[src/rtl/gumnut_int_ctrl_pkg.sv]
// Shared types and defaults for the Gumnut interrupt sequencer.
//   int_state_t    : sequencer state encoding
//   int_flags_t    : Moore output bundle decoded from a state
//   PC_W           : default program counter width
//   VECTOR_DEFAULT : default ISR entry address
package gumnut_int_pkg;

    localparam int unsigned PC_W = 12;
    localparam logic [PC_W-1:0] VECTOR_DEFAULT = 12'h001;

    typedef enum logic [1:0] {
        S_IDLE = 2'd0,
        S_TAKE = 2'd1,
        S_ISR  = 2'd2,
        S_RET  = 2'd3
    } int_state_t;

    typedef struct packed {
        logic int_ack;
        logic save_we;
        logic pc_load;
        logic restore;
        logic in_isr;
    } int_flags_t;

    // Moore output decode for a given state.
    function automatic int_flags_t state_flags(input int_state_t s);
        int_flags_t f;
        f = '0;
        case (s)
            S_TAKE: begin
                f.int_ack = 1'b1;
                f.save_we = 1'b1;
                f.pc_load = 1'b1;
            end
            S_ISR: begin
                f.in_isr = 1'b1;
            end
            S_RET: begin
                f.restore = 1'b1;
                f.in_isr  = 1'b1;
            end
            default: f = '0;
        endcase
        return f;
    endfunction

endpackage

[src/rtl/gumnut_int_ctrl_if.sv]
// Core <-> interrupt sequencer signal bundle.
//   master : core side (drives request, decode strobes and pc_i)
//   slave  : sequencer side (drives ack, save/restore and fetch redirect)
interface gumnut_int_ctrl_if #(
    parameter int unsigned PC_W = gumnut_int_pkg::PC_W
);
    logic            int_req;
    logic            inst_boundary;
    logic            enai_i;
    logic            disi_i;
    logic            reti_i;
    logic [PC_W-1:0] pc_i;

    logic            int_ack;
    logic            save_we_o;
    logic [PC_W-1:0] save_pc_o;
    logic            pc_load_o;
    logic [PC_W-1:0] pc_vec_o;
    logic            restore_o;
    logic            int_en_o;
    logic            in_isr_o;

    modport master (
        output int_req, inst_boundary, enai_i, disi_i, reti_i, pc_i,
        input  int_ack, save_we_o, save_pc_o, pc_load_o, pc_vec_o,
               restore_o, int_en_o, in_isr_o
    );

    modport slave (
        input  int_req, inst_boundary, enai_i, disi_i, reti_i, pc_i,
        output int_ack, save_we_o, save_pc_o, pc_load_o, pc_vec_o,
               restore_o, int_en_o, in_isr_o
    );
endinterface

[src/rtl/gumnut_int_ctrl_int_sync.sv]
// Two-flop synchronizer for the external interrupt request.
// Only built when INT_SYNC_EN is defined (it is the sole user).
//   clk, rst : clock, async active-high reset (flops clear to 0)
//   cen      : clock enable, both stages advance only when high
//   d        : asynchronous input
//   q        : synchronized output
`ifdef INT_SYNC_EN
module int_sync (
    input  logic clk,
    input  logic rst,
    input  logic cen,
    input  logic d,
    output logic q
);
    logic meta;

    // Two stages to let a metastable first stage settle.
    always_ff @(posedge clk or posedge rst) begin
        if (rst) begin
            meta <= 1'b0;
            q    <= 1'b0;
        end else if (cen) begin
            meta <= d;
            q    <= meta;
        end
    end
endmodule
`endif

[src/rtl/gumnut_int_ctrl.sv]
// Gumnut interrupt sequencer: takes a pending level request at an
// instruction boundary, pulses the save-register write enable, redirects
// fetch to VECTOR, and handles enai/disi/reti.
// Ports:
//   clk, rst : clock, async active-high reset
//   cen      : clock enable; all state advances only when high
//   bus      : gumnut_int_ctrl_if.slave (request, decode strobes, pc_i in;
//              ack, save/restore, fetch redirect, status out)
// Build option: INT_SYNC_EN adds a 2-flop synchronizer on int_req
// (take latency +2 cen cycles).
module gumnut_int_ctrl #(
    parameter int unsigned     PC_W   = gumnut_int_pkg::PC_W,
    parameter logic [PC_W-1:0] VECTOR = PC_W'(gumnut_int_pkg::VECTOR_DEFAULT)
) (
    input  logic              clk,
    input  logic              rst,
    input  logic              cen,
    gumnut_int_ctrl_if.slave  bus
);
    import gumnut_int_pkg::*;

    int_state_t state_q, state_d;
    logic       int_en_q, int_en_d;
    int_flags_t flags_q, flags_d;
    logic       req_s;
    logic       take;

    // Request path: optionally synchronized.
`ifdef INT_SYNC_EN
    int_sync u_int_sync (
        .clk (clk),
        .rst (rst),
        .cen (cen),
        .d   (bus.int_req),
        .q   (req_s)
    );
`else
    assign req_s = bus.int_req;
`endif

    // disi on the boundary cycle blocks the take as well as clearing the enable.
    assign take = int_en_q & req_s & bus.inst_boundary & ~bus.disi_i;

    // Next state, next enable, and output decode of the next state.
    always_comb begin
        state_d  = state_q;
        int_en_d = int_en_q;
        flags_d  = '0;

        case (state_q)
            S_IDLE: begin
                if (take) begin
                    state_d  = S_TAKE;
                    int_en_d = 1'b0;
                end else if (bus.disi_i) begin
                    int_en_d = 1'b0;
                end else if (bus.enai_i) begin
                    int_en_d = 1'b1;
                end
            end
            S_TAKE: begin
                state_d  = S_ISR;
                int_en_d = 1'b0;
            end
            S_ISR: begin
                int_en_d = 1'b0;
                if (bus.reti_i) begin
                    state_d = S_RET;
                end
            end
            S_RET: begin
                state_d  = S_IDLE;
                int_en_d = 1'b1;
            end
            default: begin
                state_d  = S_IDLE;
                int_en_d = 1'b0;
            end
        endcase

        // Registering the decode of state_d gives Moore timing with flop outputs.
        flags_d = state_flags(state_d);
    end

    // State, enable and output registers; frozen while cen is low.
    always_ff @(posedge clk or posedge rst) begin
        if (rst) begin
            state_q  <= S_IDLE;
            int_en_q <= 1'b0;
            flags_q  <= '0;
        end else if (cen) begin
            state_q  <= state_d;
            int_en_q <= int_en_d;
            flags_q  <= flags_d;
        end
    end

    assign bus.int_ack   = flags_q.int_ack;
    assign bus.save_we_o = flags_q.save_we;
    assign bus.pc_load_o = flags_q.pc_load;
    assign bus.restore_o = flags_q.restore;
    assign bus.in_isr_o  = flags_q.in_isr;
    assign bus.int_en_o  = int_en_q;

    // Save register captures the next sequential PC directly.
    assign bus.save_pc_o = bus.pc_i;
    assign bus.pc_vec_o  = VECTOR;

endmodule

[src/flat_wrapper.sv]
// flat-port wrapper written by rule: the top's interface ports become plain ports
module gumnut_int_ctrl_flat import gumnut_int_pkg::*;
#(
    parameter int unsigned     PC_W   = gumnut_int_pkg::PC_W,
    parameter logic [PC_W-1:0] VECTOR = PC_W'(gumnut_int_pkg::VECTOR_DEFAULT)
)
  (clk, rst, cen, bus_int_req, bus_inst_boundary, bus_enai_i, bus_disi_i, bus_reti_i, bus_pc_i, bus_int_ack, bus_save_we_o, bus_save_pc_o, bus_pc_load_o, bus_pc_vec_o, bus_restore_o, bus_int_en_o, bus_in_isr_o);
  gumnut_int_ctrl_if #(.PC_W(PC_W)) bus_i ();
  input  logic clk;
  input  logic rst;
  input  logic cen;
  input wire logic [$bits(bus_i.int_req)-1:0] bus_int_req;
  input wire logic [$bits(bus_i.inst_boundary)-1:0] bus_inst_boundary;
  input wire logic [$bits(bus_i.enai_i)-1:0] bus_enai_i;
  input wire logic [$bits(bus_i.disi_i)-1:0] bus_disi_i;
  input wire logic [$bits(bus_i.reti_i)-1:0] bus_reti_i;
  input wire logic [$bits(bus_i.pc_i)-1:0] bus_pc_i;
  output wire logic [$bits(bus_i.int_ack)-1:0] bus_int_ack;
  output wire logic [$bits(bus_i.save_we_o)-1:0] bus_save_we_o;
  output wire logic [$bits(bus_i.save_pc_o)-1:0] bus_save_pc_o;
  output wire logic [$bits(bus_i.pc_load_o)-1:0] bus_pc_load_o;
  output wire logic [$bits(bus_i.pc_vec_o)-1:0] bus_pc_vec_o;
  output wire logic [$bits(bus_i.restore_o)-1:0] bus_restore_o;
  output wire logic [$bits(bus_i.int_en_o)-1:0] bus_int_en_o;
  output wire logic [$bits(bus_i.in_isr_o)-1:0] bus_in_isr_o;
  assign bus_i.int_req = bus_int_req;
  assign bus_i.inst_boundary = bus_inst_boundary;
  assign bus_i.enai_i = bus_enai_i;
  assign bus_i.disi_i = bus_disi_i;
  assign bus_i.reti_i = bus_reti_i;
  assign bus_i.pc_i = bus_pc_i;
  assign bus_int_ack = bus_i.int_ack;
  assign bus_save_we_o = bus_i.save_we_o;
  assign bus_save_pc_o = bus_i.save_pc_o;
  assign bus_pc_load_o = bus_i.pc_load_o;
  assign bus_pc_vec_o = bus_i.pc_vec_o;
  assign bus_restore_o = bus_i.restore_o;
  assign bus_int_en_o = bus_i.int_en_o;
  assign bus_in_isr_o = bus_i.in_isr_o;
  gumnut_int_ctrl #(.PC_W(PC_W), .VECTOR(VECTOR)) u_core (.clk(clk), .rst(rst), .cen(cen), .bus(bus_i));
endmodule
[config.mk]
export PLATFORM = sky130hd
export DESIGN_NAME = gumnut_int_ctrl_flat
export DESIGN_NICKNAME = d
export VERILOG_FILES = /design/src/rtl/gumnut_int_ctrl_pkg.sv /design/src/rtl/gumnut_int_ctrl_if.sv /design/src/rtl/gumnut_int_ctrl_int_sync.sv /design/src/rtl/gumnut_int_ctrl.sv /design/src/flat_wrapper.sv
export SDC_FILE = /design/constraint.sdc
export NUM_CORES = 1
export LEC_CHECK = 0
export CAP_MARGIN = 20
export CORE_MARGIN = 4
export CORE_UTILIZATION = 23
export CTS_BUF_LIST = sky130_fd_sc_hd__clkbuf_16
export CTS_CLUSTER_DIAMETER = 120
export DETAILED_ROUTE_END_ITERATION = 16
export PLACE_DENSITY_LB_ADDON = 0.3
export SLEW_MARGIN = 10
export SYNTH_ARGS = -nofsm -noshare
export SYNTH_HDL_FRONTEND = slang
export SYNTH_SLANG_ARGS = --single-unit
[constraint.sdc]
create_clock -name clk -period 4 [get_ports clk]
set_input_delay 0.8 -clock clk [delete_from_list [all_inputs] [get_ports clk]]
set_output_delay 0.8 -clock clk [all_outputs]
set_load 0.03 [all_outputs]
# == Word level (Yosys, flattened, before mapping) ==
# Cells that the tools add are included.
# word_totals
regBits,8
inputBits,20
out_inout_bits,30
wordCells,32
# op_classes
eq_ne,7
mux,10
bitwise_logic,4
n_reduce_logical,4
# ops
operator,n
$eq 2x2->1 const B,4
$pmux 2 s4,1
$mux 1,5
$eq 2x1->1 const B,2
$mux 2,2
$ne 4x3->1 const B,1
$reduce_or 2->1,2
$and 1x1->1,3
$mux 3,1
$pmux 1 s3,1
$logic_not 2->1,1
$reduce_and 2->1,1
$not 1->1,1

# == Longest topological paths before layout ==
# Gate-level depths: netlist of the first run.
# logic_depth
depth_word,8
ltp_mapped,5
mapped_depth_nobuf,5

# == Worst setup path before layout of the first run ==
# Ideal clock, no wire load.
# synth_path
path_kind,input port to output port
startpoint,input port bus_pc_i[0]
endpoint,output port bus_save_pc_o[0]
arrival_ps,945
t_required_ps,3200
slack_ps,2255
path_stages,1
path_buffers,1
cell_sequence,buf_4
# synth_lines
element,line,text
"start, declared",flat_wrapper.sv:17,input wire logic [$bits(bus_i.pc_i)-1:0] bus_pc_i;
"end, declared",flat_wrapper.sv:20,output wire logic [$bits(bus_i.save_pc_o)-1:0] bus_save_pc_o;
# No word-level cell between the ends.

# == Worst setup path after layout of the first run ==
# layout_path
startpoint,"register u_core.flags_q, in the netlist u_core.bus.in_isr_o"
endpoint,output port bus_in_isr_o
# layout_lines
element,line,text
"start, declared",gumnut_int_ctrl.sv:24,"int_flags_t flags_q, flags_d;"
"start signal, assigned",gumnut_int_ctrl.sv:94,flags_q <= flags_d;
"end, declared",flat_wrapper.sv:25,output wire logic [$bits(bus_i.in_isr_o)-1:0] bus_in_isr_o;
# No word-level cell between the ends.

==> results of run 1 <==
## cell usage in the layout (no fill, tap or decap)
| master | count |
|---|---|
| a211o_1 | 1 |
| a31oi_1 | 2 |
| and3_4 | 1 |
| clkbuf_16 | 3 |
| clkdlybuf4s50_1 | 13 |
| conb_1 | 12 |
| dfrtp_1 | 5 |
| ha_1 | 4 |
| inv_1 | 6 |
| nand2_1 | 3 |
| nand2b_1 | 2 |
| nand3_1 | 2 |
| nor2_1 | 1 |
| nor2b_1 | 3 |
| o211a_1 | 1 |
| o21ai_0 | 2 |
| o221ai_1 | 2 |
| o22ai_1 | 2 |
| or2_2 | 1 |
## per-layer routing
metal / global-route usage (%) / share of wire [%]
met5: 0 / 0
met4: 7.62 / 4.8
met3: 4.60 / 14
met2: 7.59 / 37
met1: 7.38 / 44
## flip-flops by register name (all words and copies together) (netlist names)
name,cells
u_core.bus.int_en_o,1
u_core.bus.in_isr_o,1
u_core.state_q,1
u_core.bus.restore_o,1
u_core.bus.int_ack,1
## final timing paths
kind                       slack (ps)  depth (start not counted)              endpoint
setup / recovery                 1900                          1          bus_in_isr_o
hold / removal                    530                          2    u_core.bus.int_ack
setup reg to reg                 2620                          5   u_core.bus.int_en_o
hold reg to reg                   530                          2    u_core.bus.int_ack
max in group asynchronous        3040                          2  u_core.bus.restore_o
min in group asynchronous         780                          2   u_core.bus.int_en_o
## metrics by stage
step,power (W),util (%),cells
finish,0.000477,28.1,94
global route,0.000508,28.1,94
CTS,0.000481,28.1,94
detailed placement,0.000317,24.6,90
global placement,0.000316,24.6,90
floorplan,0.000281,-,76
## power breakdown
| group | internal, W | total (W) | switching (W) |
|---|---|---|---|
| sequential | 0.0000728 | 0.0000952 | 0.0000224 |
| clock | 0.000129 | 0.000161 | 0.0000316 |
| combinational | 0.0000907 | 0.000221 | 0.000130 |
## cell usage after synthesis (all sizes together), types with 2 or more instances
| master | instances | area [um^2] |
|---|---|---|
| conb | 2 | 7.51 |
| inv | 5 | 18.8 |
| ha | 4 | 50.1 |
| a31oi | 2 | 12.5 |
| nand3 | 2 | 10.0 |
| o221ai | 2 | 17.5 |
| nand2 | 3 | 11.3 |
| dfrtp | 5 | 125 |
| buf | 27 | 203 |
| o21ai | 2 | 10.0 |
| nand2b | 2 | 12.5 |
| o22ai | 2 | 12.5 |
| nor2b | 3 | 18.8 |
## cells by family after synthesis
kind of cell / share of synthesized area, %
flops: 22.8
other cells: 1.37
buf+inv: 40.3
fa+ha+maj: 9.11
simple gates: 13.4
compound gates: 13.0
## cell type report
class / count / share of cell area, %
multi-input cells: 39 / 38.2
inverters: 5 / 2.99
flip-flops and latches: 5 / 19.9
clock buffers: 3 / 12.0
repair buffers: 13 / 20.7
clock inverters: 1 / 0.598
well taps: 28 / 5.58
==> reports/metrics.yaml, run 1 <==
fillers: 248
clkLatencyLatePin_ps: 230
yosys_register_bits: 5
max_cap_viol_count: 0
grt_overflow: 0
gp_congestion: 0.738
die_w_um: 56.9
crit_required_ps: 3200
post-cts-setup-buffers: 0
clockBufferDepth: 2
clkTransAtPathRegs_ps: 30
path_delay_family: "buffers and inverters"
wl_per_cell_um: 10.2
grt_antenna_before_repair: 0
rsz0062_at_grt: "no"
startpoint_type: "flop"
setup_viol: 0
seqCellArea_um2: 125
drc_errors: 0
timing.hold.ws_ps: 531
min_period_ps: 2100
syn_avg_cell_area_um2: 8.32
setup-tns-final_ps: 0
cts_root_buf: "clkbuf_16"
skew_ps: 1.48
drtIter0Drc: 6
crit_chain: "clkdlybuf4s50_1"
cts_tree: "yes"
yosysSeqAreaShare_pct: 22.8
detail-route-antenna-nets: 0
fp-row-count: 17
status: "complete, no violations"
dieArea_um2: 3230
fin_nets: 91
async_flop_share_pct: 100
place_ws_ps: 2060
fmax_ghz: 0.476
core_um2: 2230
antenna_cells: 0
path_max_fanout: 4
worst_path_max_delay_cell: "clkdlybuf4s50_1"
drt_wl_total_um: 957
path_class: "reg -> out"
start_util_pct: 24.6
via_per_inst: 3.94
syn_to_final_growth_pct: 14.4
timing.final.crit_share_pct: 52.5
critPathArrivalTime_ps: 1300
drive_gt1_share_pct: 7.58
vias: 370
clock_sinks: 5
synth_cells: 66
grt_max_degree: 11
drv_slew: 0
fin_ws_ps: 1900
cts_made_buffers: 3
htree_num_levels: 1
startpoint: "u_core.bus.in_isr_o"
critPathMaxStageDelay_ps: 690
postCtsHoldBufs: 0
drt_first_pass_iters: 2
grt_pass1_vias: 333
synth_edf_count: 0
r2r_start: "u_core.state_q[0]"
hp-start: "u_core.bus.int_ack"
path_buf_inv: 1
ioPinCount: 50
final_area_um2: 628
synth_cell_types: 18
p_leak_nw: 0.298
die_height_um: 56.9
place_area_um2: 549
grt_first_pass_wirelength_mm: 1.53
hp-class: "reg -> reg"
multi_input_area_um2: 240
hold_viol: 0
portBuffers: 13
yosysWarnings: 0
cts_resized: 0
irDropWorstVdd_uv: 220
syn_area_um2: 549
grt_use_total_pct: 6.71
place_hpwl_um: 769
cp-end-kind: "primary output"
synth_flop_cell: "dfrtp_1"
powerDensity_nw_per_um2: 759
Power figures use the tool's default switching activity.
==> inputs of run 2 (changes only) <==
clock period = 2.07 ns   (was 4 ns; I/O delays follow)
==> run 2 against run 1 <==
  * Via count rose by 2.7%
  * Power rose by 94%
  * Global-route usage rose by 0.33 points
  * Clock skew barely moved
  * Sequential share of layout area did not move
  * Non-clock buffer count did not move
  * Utilization did not move
  * Die area did not move
  * Cell area did not move
  * Count of clock-buffer cells in the layout did not move
==> reports/metrics.yaml, run 2 (synthesis results as in run 1) <==
r2r_start: "u_core.state_q[0]"
swShare_pct: 38.9  # +0.30 points
portBuffers: 13  # unchanged
drive_gt1_share_pct: 7.58  # unchanged
postCtsHoldBufs: 0  # unchanged
path_max_fanout: 4  # unchanged
cts_root_buf: "clkbuf_16"
r2r.worst_path.cells: 5  # unchanged
path_buf_inv: 1  # unchanged
clockBufferDepth: 2  # unchanged
switchingPower_w: 0.000361  # +96%
timing.final.crit_share_pct: 82.8
hp-class: "in -> async"
critPathArrivalTime_ps: 1300  # about the same
setup_viol: 0  # unchanged
layoutNonFillerInstCount: 94  # unchanged
clkLatencyLatePin_ps: 230  # about the same
cts_tree: "yes"
cellInternalPower_w: 0.000567  # +93%
die_w_um: 56.9  # unchanged
layout_common_cells: "clkdlybuf4s50_1, conb_1, inv_1, dfrtp_1, ha_1"
max_cap_viol_count: 0  # unchanged
post-route-util_pct: 28.1  # unchanged
dieArea_um2: 3230  # unchanged
rsz0062_at_grt: "no"
grt_antenna_before_repair: 0  # unchanged
worst_path_max_delay_cell: "clkdlybuf4s50_1"
place_hpwl_um: 775  # +0.79%
ioPinCount: 50  # unchanged
p_leak_nw: 0.298  # unchanged
fin_nets: 91  # unchanged
crit_chain: "clkdlybuf4s50_1"
startpoint: "u_core.bus.in_isr_o"
hold_viol: 0  # unchanged
start_util_pct: 24.6  # unchanged
via_per_inst: 4.04  # +2.7%
path_class: "reg -> out"
layout_commonest_cell: "clkdlybuf4s50_1"
drtIter0Drc: 11  # +5
power_frac_comb_pct: 46.2  # about the same
irDropWorstVdd_uv: 507  # +130%
grt_overflow: 0  # unchanged
wl_per_cell_um: 10.8  # +6.1%
min_period_ps: 1710
grt_first_pass_wirelength_mm: 1.64  # +6.8%
powerDensity_nw_per_um2: 1480  # +94%
syn_to_final_growth_pct: 14.4  # unchanged
die_height_um: 56.9  # unchanged
fmax_ghz: 0.583
clock_sinks: 5  # unchanged
grt_max_degree: 11  # unchanged
critPathMaxStageDelay_ps: 690  # about the same
placedCellCount: 90  # unchanged
post-cts-setup-buffers: 0  # unchanged
grt_pass1_vias: 351  # +5.4%
core_um2: 2230  # unchanged
drv_slew: 0  # unchanged
status: "complete, no violations"
skew_ps: 1.74  # +0.268 ps
fillers: 251  # +1.2%
vias: 380  # +2.7%
seqPwrFrac_pct: 19.7  # -0.3 points
clkTransAtPathRegs_ps: 30  # about the same
fp-row-count: 17  # unchanged
path_delay_family: "buffers and inverters"
totalPowerFinal_w: 0.000927  # +94%
setup-tns-final_ps: 0  # unchanged
drc_errors: 0  # unchanged
cts_resized: 0  # unchanged
cts_made_buffers: 3  # unchanged
cp-end-kind: "primary output"
p_clk_share_pct: 34.1  # +0.4 points
gp_congestion: 0.755  # +2.4%
critical_path_depth: 1  # unchanged
crit_required_ps: 1660  # -1540 ps
startpoint_type: "flop"
antenna_cells: 0  # unchanged
drt_wl_total_mm: 1.02  # +6.1%
drt_first_pass_iters: 4  # +2
grt_use_total_pct: 7.04  # +0.33 points
detail-route-antenna-nets: 0  # unchanged
htree_num_levels: 1  # unchanged
==> run 2: cell counts in the layout (fill, tap and decap cells not counted) <==
No cell type changed its count.
==> run 2: final timing paths <==
path                                        to  slack (ps)
hold / removal              u_core.bus.int_ack         400
setup / recovery                  bus_in_isr_o         360
min in group clk            u_core.bus.int_ack         530
setup reg to reg           u_core.bus.int_en_o         710
max in group asynchronous  u_core.bus.in_isr_o        1480
hold reg to reg             u_core.bus.int_ack         530
==> run 2: final cells by class <==
cell class / count / area, um^2 / area share [%]
Multi-Input combinational cell: 39 / 240 / 38.2
Timing Repair Buffer: 13 / 130 / 20.7
Sequential cell: 5 / 125 / 19.9
Clock buffer: 3 / 75.1 / 12.0
Tap cell: 28 / 35.0 / 5.58
Inverter: 5 / 18.8 / 2.99
Clock inverter: 1 / 3.75 / 0.598
==> run 2: stage by stage <==
step	instance area [um^2]	hold WS, ps	setup slack [ps]
after global routing	628	439	311
final	628	402	355
after global placement	549	523	536
after CTS	628	413	340
after detailed placement	549	531	509
after floorplan	587	193	641
==> run 2: routing by layer <==
| metal | global-route usage [%] | wire length (um) |
|---|---|---|
| met1 | 6.96 | 416 |
| met2 | 9.08 | 409 |
| met3 | 6.21 | 153 |
| met4 | 5.63 | 35 |
| met5 | 0 | 0 |
==> run 2: power by group through the flow <==
stage          registers [W]  logic, W  clock network (W)
5_1_grt             0.000190  0.000471           0.000332
3_5_place_dp        0.000184  0.000428                  0
3_3_place_gp        0.000184  0.000427                  0
6_report            0.000183  0.000428           0.000316
4_1_cts             0.000183  0.000430           0.000325
2_1_floorplan       0.000243  0.000299                  0
